## config.mk

```make
export PLATFORM = sky130hd
export DESIGN_NAME = mipsfpga_ahb_bcdconv
export DESIGN_NICKNAME = d
export VERILOG_FILES = /design/src/rtl/mipsfpga_ahb_bcdconv.sv
export SDC_FILE = /design/constraint.sdc
export NUM_CORES = 1
export LEC_CHECK = 0
export CORE_MARGIN = 8
export CORE_UTILIZATION = 50
export CTS_BUF_LIST = sky130_fd_sc_hd__clkbuf_4 sky130_fd_sc_hd__clkbuf_8
export DETAILED_ROUTE_END_ITERATION = 6
export PLACE_DENSITY = 0.75
export SLEW_MARGIN = 10
export SYNTH_ARGS = -nofsm -noshare
export SYNTH_HDL_FRONTEND = slang
export SYNTH_SLANG_ARGS = --single-unit
```

## constraint.sdc

```tcl
create_clock -name clk -period 1.8 [get_ports clk]
set_clock_uncertainty 0.1 [all_clocks]
set_input_delay 0.36 -clock clk [delete_from_list [all_inputs] [get_ports clk]]
set_output_delay 0.36 -clock clk [all_outputs]
set_load 0.02 [all_outputs]
```

## src/rtl/mipsfpga_ahb_bcdconv.sv

```systemverilog
// mipsfpga_ahb_bcdconv
// Converts an unsigned binary value into eight BCD digits plus a digit
// disable mask. The outputs feed the seven-segment timer's DISP0..DISP7
// and EN inputs directly. The conversion uses double dabble (shift-add-3)
// and processes one input bit per clock.
//
// Ports:
//   clk          system clock, rising edge
//   reset        synchronous, active-high reset
//   start        conversion request (accepted when not converting)
//   bin          binary value, captured on the accepted start
//   blank        leading-zero blanking enable, captured with bin
//   busy         high while a conversion is in progress
//   done         one-cycle pulse when new outputs are valid
//   ovf          last converted value exceeded 99_999_999
//   EN           digit disables, bit i = 1 turns digit i off
//   DISP0..DISP7 BCD digits, DISP0 is the least significant
module mipsfpga_ahb_bcdconv #(
    parameter int unsigned BIN_W = 27
) (
    input  logic             clk,
    input  logic             reset,
    input  logic             start,
    input  logic [BIN_W-1:0] bin,
    input  logic             blank,
    output logic             busy,
    output logic             done,
    output logic             ovf,
    output logic [7:0]       EN,
    output logic [3:0]       DISP0,
    output logic [3:0]       DISP1,
    output logic [3:0]       DISP2,
    output logic [3:0]       DISP3,
    output logic [3:0]       DISP4,
    output logic [3:0]       DISP5,
    output logic [3:0]       DISP6,
    output logic [3:0]       DISP7
);

    typedef enum logic [1:0] {
        IDLE,
        SHIFT,
        LOAD
    } state_t;

    localparam logic [31:0] MAX_DEC  = 32'd99_999_999;
    localparam logic [4:0]  LAST_BIT = 5'(BIN_W - 1);
    localparam logic [7:0]  EN_RESET = 8'hFE;

    state_t             state_q, state_d;
    logic [BIN_W-1:0]   shift_q, shift_d;
    logic [31:0]        acc_q, acc_d;
    logic [4:0]         cnt_q, cnt_d;
    logic               blank_q, blank_d;
    logic               big_q, big_d;
    logic               busy_q, busy_d;
    logic               done_q, done_d;
    logic               ovf_q, ovf_d;
    logic [7:0]         en_q, en_d;
    logic [31:0]        disp_q, disp_d;

    logic [31:0]        acc_adj;
    logic [32+BIN_W-1:0] pair_shift;
    logic [31:0]        load_digits;
    logic [7:0]         load_en;
    int unsigned        msd;
    logic               capture;

    // Add 3 to every BCD nibble that is 5 or more before the shift.
    always_comb begin
        acc_adj = acc_q;
        for (int unsigned i = 0; i < 8; i++) begin
            if (acc_q[i*4 +: 4] >= 4'd5) begin
                acc_adj[i*4 +: 4] = acc_q[i*4 +: 4] + 4'd3;
            end
        end
        pair_shift = {acc_adj, shift_q} << 1;
    end

    // Digits and disable mask presented at the LOAD edge. Out-of-range
    // values saturate to all nines, which makes the mask all-enabled.
    always_comb begin
        load_digits = big_q ? {8{4'd9}} : acc_q;
        load_en     = '0;
        msd         = 0;
        for (int unsigned i = 1; i < 8; i++) begin
            if (load_digits[i*4 +: 4] != 4'd0) begin
                msd = i;
            end
        end
        if (blank_q) begin
            for (int unsigned i = 0; i < 8; i++) begin
                load_en[i] = (i > msd);
            end
        end
    end

    // A start is also honoured on the LOAD edge so that a held start
    // converts every BIN_W+1 cycles; busy then stays high across it.
    always_comb begin
        state_d = state_q;
        shift_d = shift_q;
        acc_d   = acc_q;
        cnt_d   = cnt_q;
        blank_d = blank_q;
        big_d   = big_q;
        busy_d  = busy_q;
        done_d  = 1'b0;
        ovf_d   = ovf_q;
        en_d    = en_q;
        disp_d  = disp_q;
        capture = 1'b0;

        unique case (state_q)
            IDLE: begin
                busy_d  = 1'b0;
                capture = start;
            end
            SHIFT: begin
                {acc_d, shift_d} = pair_shift;
                cnt_d = cnt_q + 5'd1;
                if (cnt_q == LAST_BIT) begin
                    state_d = LOAD;
                end
            end
            LOAD: begin
                disp_d  = load_digits;
                en_d    = load_en;
                ovf_d   = big_q;
                done_d  = 1'b1;
                busy_d  = 1'b0;
                state_d = IDLE;
                capture = start;
            end
            default: begin
                state_d = IDLE;
            end
        endcase

        if (capture) begin
            shift_d = bin;
            blank_d = blank;
            big_d   = (32'(bin) > MAX_DEC);
            acc_d   = '0;
            cnt_d   = '0;
            busy_d  = 1'b1;
            state_d = SHIFT;
        end
    end

    always_ff @(posedge clk) begin
        if (reset) begin
            state_q <= IDLE;
            shift_q <= '0;
            acc_q   <= '0;
            cnt_q   <= '0;
            blank_q <= 1'b0;
            big_q   <= 1'b0;
            busy_q  <= 1'b0;
            done_q  <= 1'b0;
            ovf_q   <= 1'b0;
            en_q    <= EN_RESET;
            disp_q  <= '0;
        end else begin
            state_q <= state_d;
            shift_q <= shift_d;
            acc_q   <= acc_d;
            cnt_q   <= cnt_d;
            blank_q <= blank_d;
            big_q   <= big_d;
            busy_q  <= busy_d;
            done_q  <= done_d;
            ovf_q   <= ovf_d;
            en_q    <= en_d;
            disp_q  <= disp_d;
        end
    end

    assign busy  = busy_q;
    assign done  = done_q;
    assign ovf   = ovf_q;
    assign EN    = en_q;
    assign DISP0 = disp_q[3:0];
    assign DISP1 = disp_q[7:4];
    assign DISP2 = disp_q[11:8];
    assign DISP3 = disp_q[15:12];
    assign DISP4 = disp_q[19:16];
    assign DISP5 = disp_q[23:20];
    assign DISP6 = disp_q[27:24];
    assign DISP7 = disp_q[31:28];

endmodule
```

==> impl_metrics.toml <==
[outcome]
status = "completed"

[die]
coreArea_um2 = 9590
die_w_um = 115
row_count = 36
initial_core_util_pct = 50.6
fp.dieArea_um2 = 13100
io_pins = 74
die_h_um = 115

[setup_path]
cp_slowest_cell = "or4_1"
r2r_slack_ns = 0.06
critical_path.cell_chain = "clkdlybuf4s50_1, or4_1, nor4_1, and3_1, o21bai_1, a22o_1"
cpPeakStageDelay_ns = 0.53
crit_type = "in -> reg"
required_ns = 1.97
cp_max_fo = 2
cp.arrival_ns = 1.93
end_kind = "flop"
cp-start-kind = "input pin"

[synth]
ys_top_cells_by_area = "dfxtp_1 45%, a21oi_1 7.4%, nand2_1 5.4%, nor3_1 5.1%, nor2_1 5.0%"
async_reset_ff_share_pct = 0
ys_ff_latch = 110
ys_seq_area_share_pct = 45.4
ys_types = 44
synth.top_cell.area_share_pct = 45.4
synth-edff-count = 0
synthCells = 604
ys.flop_type = "dfxtp_1"
ys_warn_count = 0
synth_top_area_cell = "dfxtp_1"
postSynthAreaPerCell_um2 = 8.04
synth.net_count = 653
netlist_area_um2 = 4850

[clocking]
hold_buffers = 0
cts_tree = "done"
clk_pin_slew_ns = 0.12
clock_latency_ns = 0.38
clock_sinks = 110
post_cts_buffers = 0
numCtsBuffers = 9
cts-root-buf = "clkbuf_8"
htreeDepth = 3
cts_buffer_depth = 2

[place]
place_ws_ns = -0.428
port_buffers = 72
place.detailed.hpwl_mm = 9.11
gp_congestion = 0.871

[routing]
initialDrtViolationCount = 259
wire_per_inst_um = 14.7
ant_nets = 0
vias_per_cell = 5.48
wirelength_mm = 12.4
drc = 0
num_vias = 4603
drt_first_pass_iters = 5

[sta]
period_share_pct = 97.5
final-setup-viol-count = 0
tns_ns = 0
fmax_mhz = 570
worst_slack_ns = 0.0451
rsz0062_at_grt = "true"
hold_violations = 0
whs_ns = 0.358
period_needed_ns = 1.75
maxSlewViolCount = 0

[layout]
drive_above_1_share_pct = 13.0
multi_input_area_um2 = 2450
regArea_um2 = 2210
antenna_cells = 0
nNetsFinal = 751
post-route-util_pct = 65.9
fillers = 811
area_growth_pct = 30.2

[global_routing]
gr-total-overflow = 0
grt_pass1_vias = 4293
track_usage_pct = 19.1
grt_pass1_wl_mm = 20.6
grt_max_degree = 41
antenna_found_initial = 0

[power]
power_density_nw_per_um2 = 739
peakVddDrop_uv = 476
leakagePower_nw = 2.58

[min_path]
hold_class = "reg -> reg"

[job]
cap_violations = 0
[sequential cells by signal, indices dropped and copies added, names as in the netlist]
| register | flops |
|---|---|
| acc_q | 32 |
| disp_q | 32 |
| shift_q | 27 |
| EN | 7 |
| cnt_q | 5 |
| state_q | 2 |
| big_q | 1 |
| blank_q | 1 |
| busy | 1 |
| done | 1 |
| ovf | 1 |
[final cells by class]
| cell class | count | area share (%) |
|---|---|---|
| clock inverter | 6 | 1.41 |
| multi-input combinational | 433 | 38.8 |
| clock buffer | 10 | 2.18 |
| tap | 133 | 2.63 |
| timing repair buffer | 129 | 18.9 |
| sequential | 110 | 34.9 |
| inverter | 19 | 1.13 |
[worst paths after layout]
check                         startpoint                endpoint  cells past startpoint
setup / recovery                 bin[10]      big_q$_SDFFE_PP0P_                      6
setup reg to reg      big_q$_SDFFE_PP0P_      EN[1]$_SDFFE_PP1P_                      3
hold reg to reg   disp_q[5]$_SDFFE_PP0P_  disp_q[5]$_SDFFE_PP0P_                      2
hold / removal    disp_q[5]$_SDFFE_PP0P_  disp_q[5]$_SDFFE_PP0P_                      2
[per-stage QoR]
step	area, µm²	total power (W)	instances
finish	6320	0.00467	840
global route	6320	0.00486	840
CTS	6250	0.00470	840
detailed placement	6070	0.00311	824
global placement	6070	0.00310	824
floorplan	4850	0.00285	604
[critical path, delay by kind of cell]
kind / cells / cell delay, ns
buf+inv: 1 / 0.42
simple gates: 3 / 0.87
compound gates: 2 / 0.28
[power breakdown]
part           total (W)  switching, W  internal, W
Clock            0.00161      0.000890     0.000720
Combinational   0.000512      0.000262     0.000251
Sequential       0.00255     0.0000451      0.00250
[cells by family after synthesis]
family	after synthesis	share of synthesized area, %
and+or+nand+nor	254	25.0
adders and majority gates	18	4.64
AOI/OAI and AO/OA	138	15.8
muxes	3	0.619
xor gates and xnor gates	19	3.43
other	1	0.0773
buffers and inverters	61	5.08
DFF	110	45.4
[timing repair]
action,4_1_cts,5_1_grt
pin swaps,1,6
resized for setup,39,21
setup endpoints to repair,42,13
[Yosys cell counts (all sizes together), types with 12 or more instances]
cell type and number:
nor2 67, dfxtp 110, ha 18, o21ai 31
o22ai 21, nand2 70, nand2b 12, clkbuf 29
buf 13, a21oi 72, nor3 49, inv 19
[layer usage]
layer	share of wire [%]	routed length (µm)	global-route usage, %
met1	45	5560	24.6
met5	0	0	0
met2	47	5810	31.1
met4	1.4	171	5.41
met3	6.6	820	4.48
[placed cells by master, fill, tap and decap left out, types with 11 or more instances in the layout]
| cell | n |
|---|---|
| o22ai_1 | 21 |
| inv_1 | 19 |
| nor2_1 | 64 |
| dfxtp_1 | 107 |
| nor3_1 | 48 |
| a21oi_1 | 66 |
| clkdlybuf4s50_1 | 27 |
| ha_1 | 18 |
| nand2_1 | 70 |
| buf_4 | 49 |
| nand2b_1 | 11 |
| o21ai_0 | 30 |
| dlygate4sd2_1 | 38 |
Power figures use the tool's default switching activity.
